--- src/rtl/control_sequencer.sv ---
// control_sequencer: microcoded control unit of the 8-bit computer.
// Walks fetch (T0-T1) and execute (T2-T4) micro-steps, decodes the IR opcode
// together with the latched ALU flags, and emits the 15-bit control word
// {HLT,MI,RI,RO,IO,II,AI,AO,EO,SU,BI,OI,CE,CO,J} every clock.
// Optional feature macro: CTRL_SKIP_EN -- when defined, the step counter
// returns to T0 right after the last useful micro-step of each opcode
// instead of always running NUM_STEPS cycles per instruction.
module control_sequencer #(
    parameter int NUM_STEPS = 5,
    parameter int STEP_W    = 3
) (
    input  logic              clk,
    input  logic              RESETn,
    input  logic [3:0]        opcode,
    input  logic              alu_carry,
    input  logic              alu_zero,
    output logic [14:0]       ctrl,
    output logic [STEP_W-1:0] step,
    output logic              halted
);

    // Control word bit positions
    localparam int B_HLT = 14;
    localparam int B_MI  = 13;
    localparam int B_RI  = 12;
    localparam int B_RO  = 11;
    localparam int B_IO  = 10;
    localparam int B_II  = 9;
    localparam int B_AI  = 8;
    localparam int B_AO  = 7;
    localparam int B_EO  = 6;
    localparam int B_SU  = 5;
    localparam int B_BI  = 4;
    localparam int B_OI  = 3;
    localparam int B_CE  = 2;
    localparam int B_CO  = 1;
    localparam int B_J   = 0;

    localparam logic [STEP_W-1:0] T0   = STEP_W'(0);
    localparam logic [STEP_W-1:0] T1   = STEP_W'(1);
    localparam logic [STEP_W-1:0] T2   = STEP_W'(2);
    localparam logic [STEP_W-1:0] T3   = STEP_W'(3);
    localparam logic [STEP_W-1:0] T4   = STEP_W'(4);
    localparam logic [STEP_W-1:0] TEND = STEP_W'(NUM_STEPS - 1);

    typedef enum logic [3:0] {
        OP_NOP = 4'b0000,
        OP_LDA = 4'b0001,
        OP_ADD = 4'b0010,
        OP_SUB = 4'b0011,
        OP_STA = 4'b0100,
        OP_LDI = 4'b0101,
        OP_JMP = 4'b0110,
        OP_JC  = 4'b0111,
        OP_JZ  = 4'b1000,
        OP_OUT = 4'b1110,
        OP_HLT = 4'b1111
    } opcode_t;

    logic [STEP_W-1:0] step_q;
    logic [STEP_W-1:0] step_next;
    logic              carry_q;
    logic              zero_q;
    logic              halted_q;
    logic              halted_next;
    logic [14:0]       ctrl_word;
    logic              fi;
    logic              instr_done;
    opcode_t           op;

    assign op = opcode_t'(opcode);

`ifdef CTRL_SKIP_EN
    // Last micro-step that does useful work for a given opcode; jumps and
    // single-step opcodes finish at T2 whether or not the jump is taken.
    function automatic logic [STEP_W-1:0] exec_last(input opcode_t o);
        case (o)
            OP_LDA, OP_STA: exec_last = T3;
            OP_ADD, OP_SUB: exec_last = T4;
            default:        exec_last = T2;
        endcase
    endfunction
`endif

    // State register: step counter, latched ALU flags and halt flag
    always_ff @(posedge clk) begin
        if (!RESETn) begin
            step_q   <= '0;
            carry_q  <= 1'b0;
            zero_q   <= 1'b0;
            halted_q <= 1'b0;
        end else begin
            step_q   <= step_next;
            halted_q <= halted_next;
            if (fi) begin
                carry_q <= alu_carry;
                zero_q  <= alu_zero;
            end
        end
    end

    // Micro-instruction decode and next-step selection
    always_comb begin
        ctrl_word   = '0;
        fi          = 1'b0;
        halted_next = halted_q;
        step_next   = step_q;
        instr_done  = 1'b0;

        if (halted_q) begin
            // Frozen in halt: only reset leaves this state
            ctrl_word[B_HLT] = 1'b1;
        end else begin
            case (step_q)
                T0: begin
                    ctrl_word[B_CO] = 1'b1;
                    ctrl_word[B_MI] = 1'b1;
                end
                T1: begin
                    ctrl_word[B_RO] = 1'b1;
                    ctrl_word[B_II] = 1'b1;
                    ctrl_word[B_CE] = 1'b1;
                end
                T2: begin
                    case (op)
                        OP_LDA, OP_ADD, OP_SUB, OP_STA: begin
                            ctrl_word[B_IO] = 1'b1;
                            ctrl_word[B_MI] = 1'b1;
                        end
                        OP_LDI: begin
                            ctrl_word[B_IO] = 1'b1;
                            ctrl_word[B_AI] = 1'b1;
                        end
                        OP_JMP: begin
                            ctrl_word[B_IO] = 1'b1;
                            ctrl_word[B_J]  = 1'b1;
                        end
                        OP_JC: begin
                            ctrl_word[B_IO] = carry_q;
                            ctrl_word[B_J]  = carry_q;
                        end
                        OP_JZ: begin
                            ctrl_word[B_IO] = zero_q;
                            ctrl_word[B_J]  = zero_q;
                        end
                        OP_OUT: begin
                            ctrl_word[B_AO] = 1'b1;
                            ctrl_word[B_OI] = 1'b1;
                        end
                        OP_HLT: begin
                            ctrl_word[B_HLT] = 1'b1;
                        end
                        default: ;
                    endcase
                end
                T3: begin
                    case (op)
                        OP_LDA: begin
                            ctrl_word[B_RO] = 1'b1;
                            ctrl_word[B_AI] = 1'b1;
                        end
                        OP_ADD, OP_SUB: begin
                            ctrl_word[B_RO] = 1'b1;
                            ctrl_word[B_BI] = 1'b1;
                        end
                        OP_STA: begin
                            ctrl_word[B_AO] = 1'b1;
                            ctrl_word[B_RI] = 1'b1;
                        end
                        default: ;
                    endcase
                end
                T4: begin
                    if (op == OP_ADD || op == OP_SUB) begin
                        ctrl_word[B_EO] = 1'b1;
                        ctrl_word[B_AI] = 1'b1;
                        ctrl_word[B_SU] = (op == OP_SUB);
                        fi              = 1'b1;
                    end
                end
                default: ;
            endcase

`ifdef CTRL_SKIP_EN
            instr_done = (step_q == TEND) ||
                         ((step_q >= T2) && (step_q == exec_last(op)));
`else
            instr_done = (step_q == TEND);
`endif

            if (step_q == T2 && op == OP_HLT) begin
                // Halt takes effect on this edge; step stays parked at T2
                halted_next = 1'b1;
            end else if (instr_done) begin
                step_next = '0;
            end else begin
                step_next = step_q + STEP_W'(1);
            end
        end
    end

    assign ctrl   = RESETn ? ctrl_word : '0;
    assign step   = step_q;
    assign halted = halted_q;

endmodule

--- config.mk ---
export PLATFORM = sky130hd
export DESIGN_NAME = control_sequencer
export DESIGN_NICKNAME = d
export VERILOG_FILES = /design/src/rtl/control_sequencer.sv
export SDC_FILE = /design/constraint.sdc
export NUM_CORES = 1
export LEC_CHECK = 0
export BUFFER_PORTS_ARGS = -buffer_cell sky130_fd_sc_hd__buf_2
export CAP_MARGIN = 20
export CORE_MARGIN = 5
export CORE_UTILIZATION = 45
export CTS_CLUSTER_DIAMETER = 50
export DETAILED_ROUTE_END_ITERATION = 8
export PLACE_DENSITY = 0.76
export SLEW_MARGIN = 5
export SYNTH_ARGS = -nofsm -noshare
export SYNTH_HDL_FRONTEND = slang
export SYNTH_SLANG_ARGS = --single-unit
export TNS_END_PERCENT = 100
--- constraint.sdc ---
create_clock -name clk -period 1.85 [get_ports clk]
set_clock_uncertainty 0.15 [all_clocks]
set_input_delay 0 -clock clk [delete_from_list [all_inputs] [get_ports clk]]
set_output_delay 0 -clock clk [all_outputs]
set_load 0.01 [all_outputs]
* Word-level counts from Yosys, hierarchy flattened
Cells that the tools add are included.
** Cells by class
- Multiplexer cells :: 33
- Add/subtract/negate cells :: 1
- Bitwise gates (word level) :: 2
- Reduce and logical (&&, ||, !) cells :: 8
- Equal/unequal tests :: 14
** Operators with widths (count)
- $mux 1 :: 22
- $eq 4x3->1 const B :: 4
- $mux 15 :: 1
- $mux 14 :: 1
- $eq 4x4->1 const B :: 3
- $pmux 1 s3 :: 3
- $eq 4x2->1 const B :: 2
- $eq 3x2->1 const B :: 2
- $pmux 1 s2 :: 3
- $reduce_or 6->1 :: 1
- $eq 4x1->1 const B :: 1
- $mux 2 :: 2
- $reduce_or 4->1 :: 1
- $add 3x1->3 const B :: 1
- $eq 3x1->1 const B :: 1
- $eq 3x3->1 const B :: 1
- $logic_not 3->1 :: 1
- $mux 3 :: 1
- $reduce_or 3->1 :: 1
- $not 1->1 :: 2
- $reduce_and 2->1 :: 1
- $reduce_or 2->1 :: 1
- $logic_and 1x1->1 :: 1
- $logic_or 1x1->1 :: 1
** Word-level totals
- Output and inout bits :: 19
- Register bits after elaboration :: 6
- Logic and storage cells :: 62
- Input port bits :: 8

* Longest topological paths before layout
- Depth in word-level cells :: 6
- Depth in mapped cells :: 5
- Depth with buffers taken out :: 5

* Worst setup path before layout
No wires, ideal clock.
- Kind :: register to register
- Start point :: register step_q[1], in the netlist step[1]
- End point :: register step_q[2], in the netlist step[2]
- Data required time :: 1.584 ns
- Path buffers :: 0
- Arrival time :: 1.324 ns
- Slack :: 0.260 ns
- Stages on the path, launching flop included :: 5
- Clock period less this slack :: 1.590 ns
- Setup time :: 0.116 ns
- Cells stage by stage :: dfxtp_1 > ha_1 > nand4_1 > o31a_1 > a41o_1
** On the way
- Word-level cells in the longest chain between the ends :: 4
- Elaborated cells between the ends (all ways) :: 7
- Classes of those cells :: add/sub: 1; eq/ne: 2; mux: 1; bitwise: 1; reduce/logical: 2
** RTL lines
- from (decl) :: line 60 : logic [STEP_W-1:0] step_q;
- from (signal assigned) :: line 93 : step_q <= step_next;
- branches (longest 4 deep; another with $add 3x1->3)
Parallel ways; which one is timed is not known.
A chain may end at the register's enable or synchronous reset.

* Worst setup path in the final report
- Start point :: register step_q[0], in the netlist step[0]
- End point :: output ctrl[7]
** On the way
- Word-level cells in the longest chain between the ends :: 4
- Elaborated cells between the ends (all ways) :: 5
- Classes of those cells :: eq/ne: 2; mux: 3
** RTL lines
- $eq 3x2->1 :: line 114 : case (step_q)
- $pmux 1 s2 * :: line 114
- $mux 14 * :: line 110 : if (halted_q) begin
- $mux 15 * :: line 202 : assign ctrl = RESETn ? ctrl_word : '0;
- to (decl) :: line 17 : output logic [14:0] ctrl,
Every way passes the cells marked *; elsewhere a longest branch is shown, timed or not.

==> reports/metrics.cfg <==
[run_status]
status = finished, final reports clean

[hold_path]
min_to = zero_q
hold_class = in2reg
min-delay-start = opcode[3]
worstHoldPathCells = 4

[drt]
dr.pass1.iters = 4
dr_total_vias = 738
ant_nets = 0
drt-wirelength-per-cell_um = 14.0
via_per_inst = 5.72
drt_iter0_markers = 19
drt_wl_total_um = 1800
drc_errors = 0

[clock_tree]
clkTransAtPathRegs_ns = 0.05
cts_buffers = 3
cts_root_buf = clkbuf_4
clock_latency_ns = 0.24
htree_levels = 1
clock_sinks = 6
cts_buffer_depth = 2
cts_tree = built

[grt]
grt_pass1_vias = 628
grt_max_degree = 18
globalRoute.totalOverflow = 0
grt_antenna_before_repair = 0
grtUsageTotal = 0.160
grt_pass1_wl_um = 2580

[timing]
fmax_ghz = 0.561
tightest_slew_ns = 0.308
post-route-min-period_ns = 1.78
finalHoldViolCount = 0
slew_headroom = 0.795
setup_viol_count_final = 0
maxSlewViolCount = 0
finalSetupTns_ns = 0
min_period_over_period = 0.963

[synth]
netlist_instances = 82
synth-seq-cells = 6
synth_cell_type_count = 36
syn_nets = 95
synth_area_um2 = 626
synth.avg_cell_area_um2 = 7.63
synth-main-ff-cell = dfxtp_1
async_flop_share = 0
synth-seq-area-share = 0.192
ys_warn_count = 0
synth_edf_count = 0

[finish]
drive_gt1_frac = 0.421
postLayoutCoreUtil = 0.686
layout.nets = 129
synthToLayoutAreaGrowth_pct = 42.6
finalNonFillerCells = 129
n_antenna_cell = 0

[setup_path]
worstSetupEndpointType = primary output
worstPathRequired_ns = 1.70
rr_endpoint = carry_q
crit_fanout = 5
worstReg2RegStart = step[1]
worstSetupPathType = reg2out
worstSetupStartpointType = register
rr_worst_depth = 6
r2r_slack_ns = 0.27
cp-startpoint = step[0]
worst_ep_arrival_time_ns = 1.63

[die]
fp.dieH_um = 47.3
dieArea_um2 = 2240
start_util = 0.481
die-width_um = 47.3
core_area_um2 = 1300
io_pins = 27
rows = 13

[place]
io_buffer_count = 26
routabilityCongestion = 0.751
dp_hpwl_um = 1240
post-place-cells = 119

[power]
ir_drop_v = 0.000369
p_leak_nw = 0.444
p_per_area_nw_per_um2 = 525

[flow_run]
maxCapViolCount = 0

## layout by cell type (no fill, tap or decap), types with 4 or more instances in the layout
master,n
nand2_1,13
dfxtp_1,4
o21ai_0,4
nor2_1,6
dlygate4sd3_1,4
inv_1,6
buf_2,26
mux2i_1,4
## Yosys cell counts (all sizes together), types with 2 or more instances
cell type	instances	area share
mux2i	4	0.064
and2	2	0.022
o21ai	4	0.032
nor2b	3	0.030
buf	3	0.042
nor3	2	0.034
dfxtp	6	0.19
a21oi	3	0.024
inv	8	0.048
and3	2	0.020
nor2	6	0.036
nand3	2	0.016
nand2	13	0.078
ha	5	0.10
## metrics by stage
| stage | worst slack, ns | hold WS (ns) | instance area [um2] | total power, W |
|---|---|---|---|---|
| 2_1_floorplan | 0.260 | -0.0549 | 626 | 0.000258 |
| 3_3_place_gp | 0.133 | 0.0969 | 744 | 0.000306 |
| 3_5_place_dp | 0.129 | 0.113 | 744 | 0.000307 |
| 4_1_cts | -0.00446 | 0.192 | 823 | 0.000441 |
| 5_1_grt | -0.00164 | 0.240 | 892 | 0.000500 |
| 6_report | 0.0690 | 0.215 | 892 | 0.000468 |
## metal layers
metal  vias to the layer above  GRT usage  routed length [um]
met2                        36      0.254                 856
met4                         0      0.105                  21
li1                        351          -                   -
met3                         4     0.0192                 163
met5                         -          0                   0
met1                       347      0.201                 760
## flip-flops by register name (all words and copies together) (netlist names)
name / flops
carry_q: 1
halted: 1
zero_q: 1
step: 3
## worst max-delay path by stage
stage,endpoint
global route,ctrl[8]
floorplan,step[2]
detailed placement,ctrl[8]
global placement,ctrl[8]
finish,ctrl[7]
CTS,ctrl[8]
## where the power goes
group / switching [W] / internal [W]
registers: 0.0000215 / 0.000142
logic: 0.0000979 / 0.0000871
clock network: 0.0000464 / 0.0000733
## kinds of logic (layout without fill, tap and decap cells)
family / count (synthesis) / after routing / synth area share
AND/OR/NAND/NOR: 40 / 40 / 0.374
adder cells (fa/ha/maj): 5 / 5 / 0.100
flip-flops: 6 / 6 / 0.192
AO/OA/AOI/OAI: 15 / 15 / 0.174
buffers and inverters: 12 / 44 / 0.0960
multiplexers: 4 / 4 / 0.0640
## layout make-up
type / instances / area, um2
Multi-Input combinational cell: 64 / 498
Tap cell: 15 / 18.8
Timing Repair Buffer: 33 / 193
Inverter: 8 / 32.5
Clock buffer: 3 / 22.5
Fill cell: 105 / 409
Sequential cell: 6 / 128
## what timing repair did
action,4_1_cts,5_1_grt
pin swaps,0,3
setup endpoints to repair,2,11
setup buffers,0,3
resized for setup,7,10
endpoints found under the hold margin,5,0
hold buffers,4,0
## critical path, cell delays in order, from the launching register on
cell and delay (ns):
dfxtp_4 0.36, inv_4 0.07, ha_4 0.15, nand4_1 0.11, or3_1 0.38, a21oi_2 0.17, buf_2 0.14
Note: power is estimated with default switching activity, not from simulation.
